===== src/rtl/window_min_max_tracker.sv =====
// Windowed running min/max tracker with first-occurrence indices.
// Define SIGNED_COMPARE_EN for two's-complement compare (default unsigned).
module window_min_max_tracker #(
  parameter int DATA_WIDTH  = 32,
  parameter int WINDOW_LEN  = 16,
  parameter int COUNT_WIDTH = 5
) (
  input  logic                   Clock_In,
  input  logic                   Reset_In,
  input  logic                   Start_In,
  input  logic                   Data_Valid_In,
  input  logic [DATA_WIDTH-1:0]  Data_In,
  output logic                   Data_Ready_Out,
  output logic                   Busy_Out,
  output logic                   Done_Out,
  output logic [DATA_WIDTH-1:0]  Min_Out,
  output logic [DATA_WIDTH-1:0]  Max_Out,
  output logic [COUNT_WIDTH-1:0] Min_Index_Out,
  output logic [COUNT_WIDTH-1:0] Max_Index_Out
);

  typedef enum logic [1:0] {
    IDLE = 2'd0,
    RUN  = 2'd1,
    DONE = 2'd2
  } state_t;

  localparam logic [COUNT_WIDTH-1:0] LAST =
    COUNT_WIDTH'(WINDOW_LEN - 1);

  state_t state;
  state_t state_nxt;

  logic [COUNT_WIDTH-1:0] count;
  logic xfer;
  logic last;
  logic first;
  logic lt_min;
  logic gt_max;

  assign Data_Ready_Out = (state == RUN);
  assign Busy_Out       = (state != IDLE);
  assign Done_Out       = (state == DONE);

  assign xfer  = Data_Valid_In & Data_Ready_Out;
  assign last  = (count == LAST);
  assign first = (count == '0);

`ifdef SIGNED_COMPARE_EN
  assign lt_min = $signed(Data_In) < $signed(Min_Out);
  assign gt_max = $signed(Data_In) > $signed(Max_Out);
`else
  assign lt_min = Data_In < Min_Out;
  assign gt_max = Data_In > Max_Out;
`endif

  always_ff @(posedge Clock_In or posedge Reset_In) begin
    if (Reset_In) begin
      state <= IDLE;
    end else begin
      state <= state_nxt;
    end
  end

  always_comb begin
    state_nxt = state;
    unique case (state)
      IDLE: if (Start_In) state_nxt = RUN;
      RUN:  if (xfer && last) state_nxt = DONE;
      DONE: state_nxt = IDLE;
      default: state_nxt = IDLE;
    endcase
  end

  // Counter holds at terminal count so it can never wrap.
  always_ff @(posedge Clock_In or posedge Reset_In) begin
    if (Reset_In) begin
      count <= '0;
    end else if (state == IDLE && Start_In) begin
      count <= '0;
    end else if (xfer && !last) begin
      count <= count + COUNT_WIDTH'(1);
    end
  end

  always_ff @(posedge Clock_In or posedge Reset_In) begin
    if (Reset_In) begin
      Min_Out       <= '0;
      Max_Out       <= '0;
      Min_Index_Out <= '0;
      Max_Index_Out <= '0;
    end else if (xfer) begin
      if (first) begin
        Min_Out       <= Data_In;
        Max_Out       <= Data_In;
        Min_Index_Out <= '0;
        Max_Index_Out <= '0;
      end else begin
        if (lt_min) begin
          Min_Out       <= Data_In;
          Min_Index_Out <= count;
        end
        if (gt_max) begin
          Max_Out       <= Data_In;
          Max_Index_Out <= count;
        end
      end
    end
  end

endmodule


===== config.mk =====
export PLATFORM = sky130hd
export DESIGN_NAME = window_min_max_tracker
export DESIGN_NICKNAME = d
export VERILOG_FILES = /design/src/rtl/window_min_max_tracker.sv
export SDC_FILE = /design/constraint.sdc
export NUM_CORES = 1
export LEC_CHECK = 0
export CORE_MARGIN = 2
export CORE_UTILIZATION = 57
export DETAILED_ROUTE_END_ITERATION = 8
export PLACE_DENSITY = 0.87
export SLEW_MARGIN = 20
export SYNTH_ARGS = -nofsm -noshare
export SYNTH_HDL_FRONTEND = slang
export SYNTH_SLANG_ARGS = --single-unit

===== constraint.sdc =====
create_clock -name Clock_In -period 4 [get_ports Clock_In]
set_input_delay 0.6 -clock Clock_In [delete_from_list [all_inputs] [get_ports Clock_In]]
set_output_delay 0.6 -clock Clock_In [all_outputs]
set_load 0.03 [all_outputs]

[Yosys cells after proc, flatten, opt, wreduce, memory -nomap -nowiden]
Cells that the tools add are included.
Cells by class
  add/sub/neg operators: 1
  multiply operators: 0
  divide/modulo/power cells: 0
  order comparisons: 2
  eq/ne operators: 5
  shifts and indexed selects: 0
  mux-type cells: 13
  bitwise logic cells: 1
  reduce and logical (&&, ||, !) cells: 13
Operator list (number)
  $mux 32: 4
  $gt 32x32->1: 1
  $lt 32x32->1: 1
  $mux 5: 6
  $reduce_bool 2->1: 4
  $reduce_and 2->1: 3
  $add 5x1->5 const B: 1
  $eq 5x4->1 const B: 1
  $logic_not 5->1: 1
  $mux 2: 2
  $pmux 2 s2: 1
  $logic_and 1x1->1: 3
  $eq 2x1->1 const B: 1
  $eq 2x2->1 const B: 1
  $logic_not 2->1: 1
  $ne 2x1->1 const B: 1
  $ne 2x2->1 const B: 1
  $and 1x1->1: 1
  $logic_not 1->1: 1
Word-level totals
  bits in registers: 81
  latch bits: 0
  RAM bits: 0
  bits in read-only memories: 0
  output and inout bits: 77
  logic and storage cells: 41
  memories kept: 0

[Longest topological paths before layout]
  depth after elaboration: 5
  depth in mapped cells: 10
  depth with buffers taken out: 8

[Worst setup path before layout]
Ideal clock, no wire load.
  path type: input to register
  start point: input Data_In[14]
  end point: register Max_Out[0]
  data arrival time: 2527 ps
  required time: 3875 ps
  path slack: 1348 ps
  stages: 8
  cells stage by stage: ha_1 -> a21oi_1 -> nand2_1 -> a221oi_1 -> a31oi_2 -> o31ai_4 -> buf_6 -> mux2_4
On the way
  longest elaborated chain between the ends: 3
RTL lines
  start, declared: line 12  | input logic [DATA_WIDTH-1:0] Data_In,
  $gt 32x32->1: line 54  | assign gt_max = Data_In > Max_Out;
  $reduce_bool 2->1 (no line)
  $reduce_and 2->1 (no line)
  end signal, assigned: line 95  | Max_Out <= Data_In;
  end signal, assigned: line 104  | Max_Out <= Data_In;
  end, declared: line 17  | output logic [DATA_WIDTH-1:0] Max_Out,
Every way passes these cells.
A chain may end at the register's enable or synchronous reset.

[Worst setup path after layout]
  start point: input Data_In[23]
  end point: register Max_Out[24]
Same word-level chain as after synthesis.

==> impl_metrics.tcl <==
set metrics [dict create \
    clock_latency_ps 370 \
    worst_hold_path_type "reg -> reg" \
    post_dp_cell_area_um2 7000 \
    place_inst 835 \
    die_h_um 104 \
    pin_count 113 \
    final_nets 815 \
    cts.clk_slew.worst_paths_ps 90 \
    hold_buffers 0 \
    start_util 0.588 \
    htree_num_levels 3 \
    maxCapViolCount 0 \
    nFillCells 703 \
    ys_ff_latch 81 \
    syn_nets 710 \
    wl_met2_um 7960 \
    cts_buffers 9 \
    wl_met1_um 6480 \
    avgSynthCellArea_um2 9.45 \
    ys_warn_count 0 \
    antenna_found_initial 0 \
    grt_max_degree 57 \
    top_layer "met4" \
    whs_path_depth 1 \
    slew_headroom 0.474 \
    cts-resized-gates 0 \
    fmax_mhz 295 \
    grt_pass1_vias 5622 \
    yosysSeqAreaShare 0.353 \
    instances_no_fill 851 \
    layout_min_cycle_time_ps 3390 \
    cts-root-buf "clkbuf_8" \
    io_buffers 112 \
    final_area_um2 7200 \
    synth_area_um2 5740 \
    synth_top_area_frac 0.353 \
    drv_slew 0 \
    cp-end-kind "flip-flop" \
    synth_ff_type "dfrtp_1" \
    core-area_um2 9770 \
    pre_cts_ws_ps 299 \
    clk_path_buf_depth 2 \
    rsz0062_at_grt "no" \
    drt_iter0_markers 595 \
    cp_data_required_time_ps 4260 \
    setup_viol 0 \
    vias 5442 \
    yosys.area.top_type "dfrtp_1" \
    die_x_um 104 \
    post_drt_wl_per_cell_um 19.3 \
    rows 36 \
    setup_ws_ps 611 \
    vdd_ir_drop_max_mv 0.594 \
    synth_commonest_cells "dfrtp_1, inv_1, ha_1" \
    postRouteAntennaNets 0 \
    post-route-drc-count 0 \
    slowest_delay_ps 620 \
    cts.sinks 81 \
    drt-total-wl_um 16400 \
    slowest_stage "or4_1" \
    syn_to_final_growth_pct 25.3 \
    fin_crit_sh 0.847 \
    critPathKind "in -> reg" \
    cts_tree "done" \
    gp_congestion 0.853 \
    synth.most_common_cell "dfrtp_1" \
    diodes 0 \
    register_area_um2 2030 \
    async_flop_share 1.00 \
    grt_pass1_wl_um 27200 \
    cp.arrival_ps 3640 \
    setup.worst_path.start_class "input pin" \
    ff2ff_path_depth 9 \
    outcome "complete, no violations" \
    die_area_um2 10900 \
    fin_setup_tns_ps 0 \
    path_cells "clkdlybuf4s50_1, ha_1, nand4_1, or4_1, nor2_1, a21oi_1, o31ai_4, buf_4, mux2_4" \
    wl_met3_um 1500 \
    tightest_slew_ps 770 \
    synth_cells 608 \
    yosys-top-cells-area "dfrtp_1, ha_1, mux2_4" \
    grt_usage 0.306 \
    layout-drive-gt1-share 0.100 \
    viasPerCell 6.39 \
    pwr_density_cell_nw_per_um2 943 \
    synth_cell_types 53 \
    post_cts_buffers 0 \
    multi_input_area_um2 3280 \
    synth_edf_count 0 \
    first_pass_iters 7 \
    dpl.hpwl_um 11500 \
    hold_viol 0 \
    gr-total-overflow 0 \
    critPathMaxFanout 13 \
    leakagePower_uw 0.00327 \
    skew_ps 12.6 \
]
==> layer usage <==
metal  GRT usage  vias to the layer above
met5           0                        -
met1       0.374                     2600
met2       0.510                      342
li1            -                     2446
met4       0.145                        0
met3      0.0727                       54
==> registers in the layout, summed over array words and instances (netlist names) <==
name           count
Max_Out           32
Min_Out           32
Max_Index_Out      5
Min_Index_Out      5
count              5
state              2
==> stage by stage <==
| step | hold slack (ps) | util | total power (uW) |
|---|---|---|---|
| after global placement | 487 | 0.716 | 5870 |
| after CTS | 513 | 0.736 | 6740 |
| after detailed placement | 493 | 0.716 | 6080 |
| after global routing | 546 | 0.736 | 7210 |
| final | 511 | 0.736 | 6790 |
| after floorplan | 556 | - | 4520 |
==> final timing paths <==
kind | from | endpoint | slack, ps
worst max register to register | Max_Out[23] | Max_Out[24] | 980
worst min-delay path | Max_Index_Out[0] | Max_Index_Out[0] | 510
min in group asynchronous | Reset_In | Max_Out[2] | 670
worst max-delay path | Data_In[23] | Max_Out[24] | 610
max in group asynchronous | Reset_In | Max_Out[10] | 2330
worst min register to register | Max_Index_Out[0] | Max_Index_Out[0] | 510
==> layout make-up <==
cell class                 instances  area share
timing repair buffer             128       0.176
clock inverter                     6     0.00956
inverter                          69      0.0362
multi-input combinational        424       0.456
clock buffer                      10      0.0177
tap                              133      0.0231
sequential                        81       0.282
==> report_power, final <==
group	total [uW]	switching (uW)	internal [uW]	leakage, uW
logic	4510	2590	1930	0.00221
registers	1650	403	1250	0.000964
clock network	624	332	291	0.0000964
==> worst max-delay path, delay by kind of cell <==
family	cells	cell delay (ps)
simple gates	3	1040
buf+inv	2	870
compound gates	2	410
fa+ha+maj	1	380
mux	1	330
==> logic make-up (layout without fill, tap and decap cells) <==
family / Yosys count / count (layout) / share of synthesized area
buf+inv: 103 / 213 / 0.0793
simple gates: 221 / 221 / 0.203
xor+xnor: 3 / 3 / 0.00458
flops: 81 / 81 / 0.353
fa+ha+maj: 66 / 66 / 0.144
mux: 33 / 33 / 0.0808
compound gates: 101 / 101 / 0.136
==> cell usage in the layout, fill, tap and decap left out, drive strengths merged, types with 2 or more instances in the layout <==
| master | instances |
|---|---|
| clkdlybuf4s50 | 112 |
| dfrtp | 81 |
| inv | 68 |
| ha | 66 |
| nand2 | 60 |
| nor2 | 47 |
| nand3 | 36 |
| nand4b | 32 |
| mux2 | 32 |
| a222oi | 31 |
| a21oi | 29 |
| buf | 16 |
| nand4 | 15 |
| o21ai | 14 |
| clkbuf | 10 |
| and3 | 5 |
| a32o | 5 |
| clkinv | 5 |
| nor3 | 4 |
| or4 | 4 |
| or3 | 4 |
| o211ai | 3 |
| nor2b | 3 |
| or2 | 3 |
| nand2b | 2 |
| o21a | 2 |
| a2111oi | 2 |
| and2 | 2 |
| xor2 | 2 |
| nor4b | 2 |
| a211oi | 2 |
| a31oi | 2 |
Note: power is estimated with default switching activity, not from simulation.
